$ cat src/rtl/pcileech_ac701_sysctl_pkg.sv
// -----------------------------------------------------------------------------
// pcileech_ac701_sysctl_pkg
// Shared types and helpers for the AC701 system-control slice.
//   sysctl_state_t : reset sequencer states
//   NUM_ACT_CH     : number of stretched activity LED channels (com, pcie)
//   cnt_width()    : counter width able to hold values 0..n-1 (minimum 1 bit)
// -----------------------------------------------------------------------------
package pcileech_ac701_sysctl_pkg;

  typedef enum logic [1:0] {
    S_POR   = 2'd0,
    S_RUN   = 2'd1,
    S_BTN   = 2'd2,
    S_PERST = 2'd3
  } sysctl_state_t;

  localparam int unsigned NUM_ACT_CH = 2;

  function automatic int cnt_width(input int unsigned n);
    return (n > 1) ? $clog2(n) : 1;
  endfunction

endpackage

$ cat src/rtl/pcileech_sysctl_debounce.sv
// -----------------------------------------------------------------------------
// pcileech_sysctl_debounce
// Two-flop synchroniser followed by a consecutive-mismatch debounce counter.
// The output flips once the synchronised input has disagreed with it for
// CYCLES consecutive clocks (raw -> dout latency 2 + CYCLES). Any agreement
// clears the counter, so glitches shorter than CYCLES never reach dout.
// With CYCLES <= 1 the block degenerates to a plain 2-flop synchroniser.
// Ports:
//   clk   in  1  system clock
//   rst_n in  1  asynchronous active-low reset (output resets to 0)
//   din   in  1  raw asynchronous input
//   dout  out 1  synchronised / debounced level
// -----------------------------------------------------------------------------
module pcileech_sysctl_debounce
  import pcileech_ac701_sysctl_pkg::*;
#(
  parameter int unsigned CYCLES = 1000000
) (
  input  logic clk,
  input  logic rst_n,
  input  logic din,
  output logic dout
);

  logic r_s1;
  logic r_s2;

  always_ff @(posedge clk or negedge rst_n) begin
    if (!rst_n) begin
      r_s1 <= 1'b0;
      r_s2 <= 1'b0;
    end else begin
      r_s1 <= din;
      r_s2 <= r_s1;
    end
  end

  generate
    if (CYCLES <= 1) begin : g_sync_only
      assign dout = r_s2;
    end else begin : g_debounce
      localparam int CW = cnt_width(CYCLES);
      localparam logic [CW-1:0] LAST = CW'(CYCLES - 1);

      logic [CW-1:0] r_cnt;
      logic          r_dout;

      always_ff @(posedge clk or negedge rst_n) begin
        if (!rst_n) begin
          r_cnt  <= '0;
          r_dout <= 1'b0;
        end else if (r_s2 == r_dout) begin
          r_cnt <= '0;
        end else if (r_cnt == LAST) begin
          r_dout <= r_s2;
          r_cnt  <= '0;
        end else begin
          r_cnt <= r_cnt + 1'b1;
        end
      end

      assign dout = r_dout;
    end
  endgenerate

endmodule

$ cat src/rtl/pcileech_ac701_sysctl.sv
// -----------------------------------------------------------------------------
// pcileech_ac701_sysctl
// System control stage between clk_wiz and the com/fifo/pcie cores on AC701:
// power-on reset sequencing, button debounce, 64-bit tick counter and LEDs.
// The rst output is the only reset used by the downstream cores.
// Optional build macro: PCILEECH_SYSCTL_PERST_RST_EN adds pcie_perst_n, which
// (synchronised) forces the downstream reset and replays the POR on release.
// Ports:
//   clk           in   1  100 MHz system clock
//   rst_n         in   1  asynchronous active-low reset (clk_wiz locked)
//   btn_north     in   1  raw button, user reset request
//   btn_south     in   1  raw button, LED invert
//   act_com       in   1  1-cycle activity strobe from com
//   act_pcie      in   1  1-cycle activity strobe from pcie
//   pcie_perst_n  in   1  (macro builds only) PCIe PERST#, asynchronous
//   rst           out  1  registered active-high reset to com/fifo/pcie
//   ft601_rst_n   out  1  FT601 reset pad, always ~rst
//   tickcount64   out 64  free-running cycle counter
//   btn_south_db  out  1  debounced btn_south
//   led           out  3  [0] heartbeat, [1] com activity, [2] pcie activity
// -----------------------------------------------------------------------------
module pcileech_ac701_sysctl
  import pcileech_ac701_sysctl_pkg::*;
#(
  parameter int unsigned PARAM_POR_CYCLES      = 64,
  parameter int unsigned PARAM_DEBOUNCE_CYCLES = 1000000,
  parameter int unsigned PARAM_STRETCH_CYCLES  = 5000000,
  parameter int unsigned PARAM_HEARTBEAT_BIT   = 26
) (
  input  logic        clk,
  input  logic        rst_n,
  input  logic        btn_north,
  input  logic        btn_south,
  input  logic        act_com,
  input  logic        act_pcie,
`ifdef PCILEECH_SYSCTL_PERST_RST_EN
  input  logic        pcie_perst_n,
`endif
  output logic        rst,
  output logic        ft601_rst_n,
  output logic [63:0] tickcount64,
  output logic        btn_south_db,
  output logic [2:0]  led
);

  localparam int POR_W = cnt_width(PARAM_POR_CYCLES);
  localparam logic [POR_W-1:0] POR_LAST = POR_W'(PARAM_POR_CYCLES - 1);
  localparam int ST_W = cnt_width(PARAM_STRETCH_CYCLES);
  localparam logic [ST_W-1:0] ST_LOAD = ST_W'(PARAM_STRETCH_CYCLES - 1);

  logic w_north_db;
  logic w_south_db;

  pcileech_sysctl_debounce #(.CYCLES(PARAM_DEBOUNCE_CYCLES)) u_db_north (
    .clk  (clk),
    .rst_n(rst_n),
    .din  (btn_north),
    .dout (w_north_db)
  );

  pcileech_sysctl_debounce #(.CYCLES(PARAM_DEBOUNCE_CYCLES)) u_db_south (
    .clk  (clk),
    .rst_n(rst_n),
    .din  (btn_south),
    .dout (w_south_db)
  );

`ifdef PCILEECH_SYSCTL_PERST_RST_EN
  logic w_perst_sync;

  pcileech_sysctl_debounce #(.CYCLES(1)) u_sync_perst (
    .clk  (clk),
    .rst_n(rst_n),
    .din  (pcie_perst_n),
    .dout (w_perst_sync)
  );
`endif

  // Reset sequencer
  sysctl_state_t    r_state;
  logic [POR_W-1:0] r_por_cnt;
  logic             r_rst;
  logic             r_north_prev;
  logic             w_north_rise;

  // The previous-value register tracks north in every state, so a press that
  // is already debounced when S_RUN is entered never counts as a new edge.
  assign w_north_rise = w_north_db & ~r_north_prev;

  always_ff @(posedge clk or negedge rst_n) begin
    if (!rst_n) begin
      r_state      <= S_POR;
      r_por_cnt    <= '0;
      r_rst        <= 1'b1;
      r_north_prev <= 1'b0;
    end else begin
      r_north_prev <= w_north_db;
      case (r_state)
        S_POR: begin
          if (r_por_cnt == POR_LAST) begin
            r_state   <= S_RUN;
            r_rst     <= 1'b0;
            r_por_cnt <= '0;
          end else begin
            r_por_cnt <= r_por_cnt + 1'b1;
          end
        end
        S_RUN: begin
`ifdef PCILEECH_SYSCTL_PERST_RST_EN
          if (!w_perst_sync) begin
            r_state <= S_PERST;
            r_rst   <= 1'b1;
          end else
`endif
          if (w_north_rise) begin
            r_state <= S_BTN;
            r_rst   <= 1'b1;
          end
        end
        S_BTN: begin
          if (!w_north_db) begin
            r_state   <= S_POR;
            r_por_cnt <= '0;
          end
        end
`ifdef PCILEECH_SYSCTL_PERST_RST_EN
        S_PERST: begin
          if (w_perst_sync) begin
            r_state   <= S_POR;
            r_por_cnt <= '0;
          end
        end
`endif
        default: begin
          r_state   <= S_POR;
          r_por_cnt <= '0;
          r_rst     <= 1'b1;
        end
      endcase
    end
  end

  // Tick counter: never touched by the button/PERST reset paths
  logic [63:0] r_tick;

  always_ff @(posedge clk or negedge rst_n) begin
    if (!rst_n) r_tick <= '0;
    else        r_tick <= r_tick + 64'd1;
  end

  // Activity stretchers: led rises the cycle after a strobe and stays on for
  // STRETCH cycles after the most recent one.
  logic [NUM_ACT_CH-1:0] w_act;
  logic [NUM_ACT_CH-1:0] w_led_act;

  assign w_act = {act_pcie, act_com};

  generate
    for (genvar g = 0; g < NUM_ACT_CH; g++) begin : g_stretch
      logic [ST_W-1:0] r_cnt;
      logic            r_on;

      always_ff @(posedge clk or negedge rst_n) begin
        if (!rst_n) begin
          r_cnt <= '0;
          r_on  <= 1'b0;
        end else if (r_rst) begin
          r_cnt <= '0;
          r_on  <= 1'b0;
        end else begin
          r_on <= w_act[g] | (r_cnt != '0);
          if (w_act[g])            r_cnt <= ST_LOAD;
          else if (r_cnt != '0)    r_cnt <= r_cnt - 1'b1;
        end
      end

      assign w_led_act[g] = r_on;
    end
  endgenerate

  assign rst          = r_rst;
  assign ft601_rst_n  = ~r_rst;
  assign tickcount64  = r_tick;
  assign btn_south_db = w_south_db;
  assign led = {w_led_act[1] ^ w_south_db,
                w_led_act[0] ^ w_south_db,
                r_tick[PARAM_HEARTBEAT_BIT] ^ w_south_db ^ w_north_db};

endmodule

$ cat config.mk
export PLATFORM = sky130hd
export DESIGN_NAME = pcileech_ac701_sysctl
export DESIGN_NICKNAME = d
export VERILOG_FILES = /design/src/rtl/pcileech_ac701_sysctl_pkg.sv /design/src/rtl/pcileech_sysctl_debounce.sv /design/src/rtl/pcileech_ac701_sysctl.sv
export SDC_FILE = /design/constraint.sdc
export NUM_CORES = 1
export LEC_CHECK = 0
export BUFFER_PORTS_ARGS = -buffer_cell sky130_fd_sc_hd__buf_2
export CAP_MARGIN = 20
export CORE_ASPECT_RATIO = 0.8
export CORE_UTILIZATION = 61
export DETAILED_ROUTE_END_ITERATION = 12
export HOLD_SLACK_MARGIN = 0.05
export PLACE_DENSITY = 0.82
export RECOVER_POWER = 25
export SLEW_MARGIN = 20
export SYNTH_ARGS = -nofsm -noshare
export SYNTH_HDL_FRONTEND = slang
export SYNTH_SLANG_ARGS = --single-unit
$ cat constraint.sdc
create_clock -name clk -period 5.3 [get_ports clk]
set_input_delay 0.53 -clock clk [delete_from_list [all_inputs] [get_ports clk]]
set_output_delay 0.53 -clock clk [all_outputs]
set_load 0.05 [all_outputs]
==> impl_metrics.env <==
export IMPL_status="finished with violations"
export IMPL_violations="capacitance limit, slew limit"
export IMPL_mostFrequentLayoutCell="dfrtp_1"
export IMPL_antenna_left=0
export IMPL_async_flop_share_pct=100.0
export IMPL_clock_fmax_mhz=346.6
export IMPL_syn_avg_cell_area_um2=10.16
export IMPL_sw_frac_of_total_pct=20.30
export IMPL_seqPwrFrac_pct=49.1
export IMPL_worstSetupEndpointType="register"
export IMPL_antenna_cells=0
export IMPL_worst_slack_ns=2.415
export IMPL_clkTransAtPathRegs_ns=0.06
export IMPL_holdPathStages=1
export IMPL_dp_hpwl_um=11030
export IMPL_ys_ff_latch=168
export IMPL_post_cts_setup_buffers=0
export IMPL_wl_um=16630
export IMPL_reg2regPathDepth=5
export IMPL_root_buffer="clkbuf_16"
export IMPL_setup_tns_ns=0
export IMPL_tightest_slew_ns=2.977
export IMPL_ys_warn_count=0
export IMPL_die_w_um=129.8
export IMPL_global_route_usage_total_pct=26.80
export IMPL_avgViaCountPerCell=5.822
export IMPL_cts_tree="yes"
export IMPL_power_switching_mw=0.5387
export IMPL_power_leakage_nw=4.099
export IMPL_comb_power_share_pct=2.2
export IMPL_critPathRequiredTime_ns=5.65
export IMPL_pin_count=76
export IMPL_powerDensity_nw_per_um2=292.3
export IMPL_synth_net_count=796
export IMPL_p_int_mw=2.115
export IMPL_maxSlewViolCount=124
export IMPL_setup_viol=0
export IMPL_antenna_found_initial=0
export IMPL_die_h_um=104.2
export IMPL_fin_skew_ns=0.007772
export IMPL_wl_per_cell_um=16.02
export IMPL_postSynthCellCount=784
export IMPL_ys_seq_area_share_pct=52.77
export IMPL_layout_common_cells="dfrtp_1, nor2_1, buf_2, xor2_1, xnor2_1"
export IMPL_min_period_ns=2.885
export IMPL_min_path_type="input port to register"
export IMPL_drt_iter0_drc=398
export IMPL_rsz0062_at_grt="false"
export IMPL_drc=0
export IMPL_postCtsResizedCells=0
export IMPL_io_buffers=75
export IMPL_gp_congestion=0.8304
export IMPL_synth_edf_count=0
export IMPL_cts_buffers=17
export IMPL_first_pass_iters=4
export IMPL_fin_nets=867
export IMPL_hold_viol=0
export IMPL_clock_latency_ns=0.43
export IMPL_grt_pass1_vias=5994
export IMPL_cp_start_kind="register"
export IMPL_cts_sinks=168
export IMPL_drv_cap=1
export IMPL_crit_fanout=16
export IMPL_grt_overflow_total=0
export IMPL_cts_max_path_buffers=2
export IMPL_dieArea_um2=13530
export IMPL_path_buf_inv=0
export IMPL_path_depth=5
export IMPL_path_cells="nand3_1 -> nor4_2 -> nand4_2 -> nor4_1 -> xor2_1"
export IMPL_grt_max_degree=124
export IMPL_relSlewSlack_pct=-98.46
export IMPL_clockPowerShare_pct=48.8
export IMPL_drive_gt1_share_pct=13.84
export IMPL_coreArea_um2=12430
export IMPL_ctsHoldBuffers=0
export IMPL_netlist_area_um2=7969
export IMPL_path_delay_family="simple AND/OR/NAND/NOR gates"
export IMPL_initial_core_util_pct=64.10
export IMPL_rows=36
export IMPL_preCtsSetupSlack_ns=2.423
export IMPL_cts_max_level=4
export IMPL_finalCritPeriodShare_pct=54.43
export IMPL_grt_pass1_wl_um=28700
export IMPL_vias=6043
export IMPL_synthDistinctLibCells=53
export IMPL_cpPeakStageDelay_ns=0.80
export IMPL_worst_setup_path_type="register to register"
export IMPL_peakVddDrop_v=0.0002250
export IMPL_area_growth_pct=13.93
export IMPL_slowest_stage="nor4_2"
export IMPL_crit_arrival_ns=3.23
export IMPL_synth_flop_cell="dfrtp_1"
## final timing paths
check                                                     endpoint                       from  slack [ns]
worst max register to register           tickcount64[59]$_DFF_PN0_   tickcount64[2]$_DFF_PN0_        2.42
worst min register to register           u_db_south.r_s2$_DFF_PN0_  u_db_south.r_s1$_DFF_PN0_        0.36
min in group asynchronous       g_stretch[1].r_cnt[11]$_DFFE_PN0P_                      rst_n        1.04
max in group asynchronous        g_stretch[1].r_cnt[2]$_DFFE_PN0P_                      rst_n        2.43
worst max-delay path                     tickcount64[59]$_DFF_PN0_   tickcount64[2]$_DFF_PN0_        2.42
worst min-delay path                     u_db_south.r_s1$_DFF_PN0_                  btn_south        0.21
## layout make-up
cell class / instances / area, µm²
sequential: 168 / 4205
multi-input combinational: 568 / 3570
fill: 896 / 3353
clock buffer: 23 / 467.9
timing repair buffer: 77 / 390.4
tap: 171 / 214.0
clock inverter: 8 / 145.1
inverter: 23 / 86.33
## per-stage QoR
stage	std cells	hold WS [ns]	utilization, %	total power [mW]	instance area (µm²)
6_report	1038	0.2057	73.03	2.654	9079
5_1_grt	1038	0.1924	73.03	2.740	9079
4_1_cts	1038	0.1967	73.08	2.669	9085
3_5_place_dp	1007	0.3442	68.15	1.384	8472
3_3_place_gp	1007	0.3363	68.15	1.381	8472
2_1_floorplan	784	0.2344	-	1.349	7969
## cells in the mapped netlist (2+ instances only)
library cell,number,area share [%]
xnor2_1,63,6.9
o41ai_1,4,0.44
nand4_1,20,1.6
clkbuf_2,2,0.13
a21oi_1,29,1.8
o21a_1,2,0.19
or2_2,3,0.24
dfrtp_1,167,52
a31oi_1,6,0.47
and2_1,4,0.31
or4_1,7,0.66
nor2_1,107,5.0
a211oi_1,4,0.38
nand3_1,43,2.7
nand4b_1,3,0.33
nand2b_1,5,0.39
ha_1,6,0.94
o31a_1,2,0.22
nand2_1,47,2.2
nor3_1,39,2.4
or4_4,2,0.28
nor4_1,19,1.5
buf_2,3,0.19
clkbuf_1,19,0.89
mux2i_1,2,0.25
nor3b_1,5,0.47
or3_1,8,0.63
o21ai_0,11,0.69
and4_1,7,0.77
o31ai_1,2,0.19
mux2_2,2,0.28
and3_1,20,1.6
nand3b_1,2,0.19
nor4_2,2,0.31
inv_1,23,1.1
nor2b_1,6,0.47
xor2_1,72,7.9
## per-layer routing
| layer | vias up | routed length (µm) | GRT usage, % | share of wire (%) |
|---|---|---|---|---|
| li1 | 2847 | - | - | - |
| met4 | 0 | 251 | 8.140 | 1.5 |
| met5 | - | 0 | 0 | 0 |
| met1 | 3019 | 7383 | 36.63 | 44 |
| met3 | 26 | 913 | 7.562 | 5.5 |
| met2 | 151 | 8081 | 41.56 | 49 |
## kinds of logic after synthesis
kind of cell	after synthesis	synth area share (%)
DFF	168	52.77
xor gates and xnor gates	136	15.04
muxes	4	0.5338
buffers and inverters	48	2.434
and+or+nand+nor	358	23.41
AOI/OAI and AO/OA	64	4.867
adders and majority gates	6	0.9420
## flip-flops by register name, summed over array words and instances, names as in the netlist, 2 cells and up
register and flops:
g_stretch.r_cnt 46, g_stretch.r_on 2, r_por_cnt 6, r_state 2, tickcount64 64, u_db_north.g_debounce.r_cnt 20, u_db_south.g_debounce.r_cnt 20
## power groups by stage
stage	combinational, mW	sequential, mW	clock, mW
after global placement	0.0574	1.32	0
after CTS	0.0598	1.30	1.31
final	0.0574	1.30	1.29
after detailed placement	0.0590	1.32	0
after global routing	0.0677	1.30	1.37
after floorplan	0.0263	1.32	0
Power figures use the tool's default switching activity.
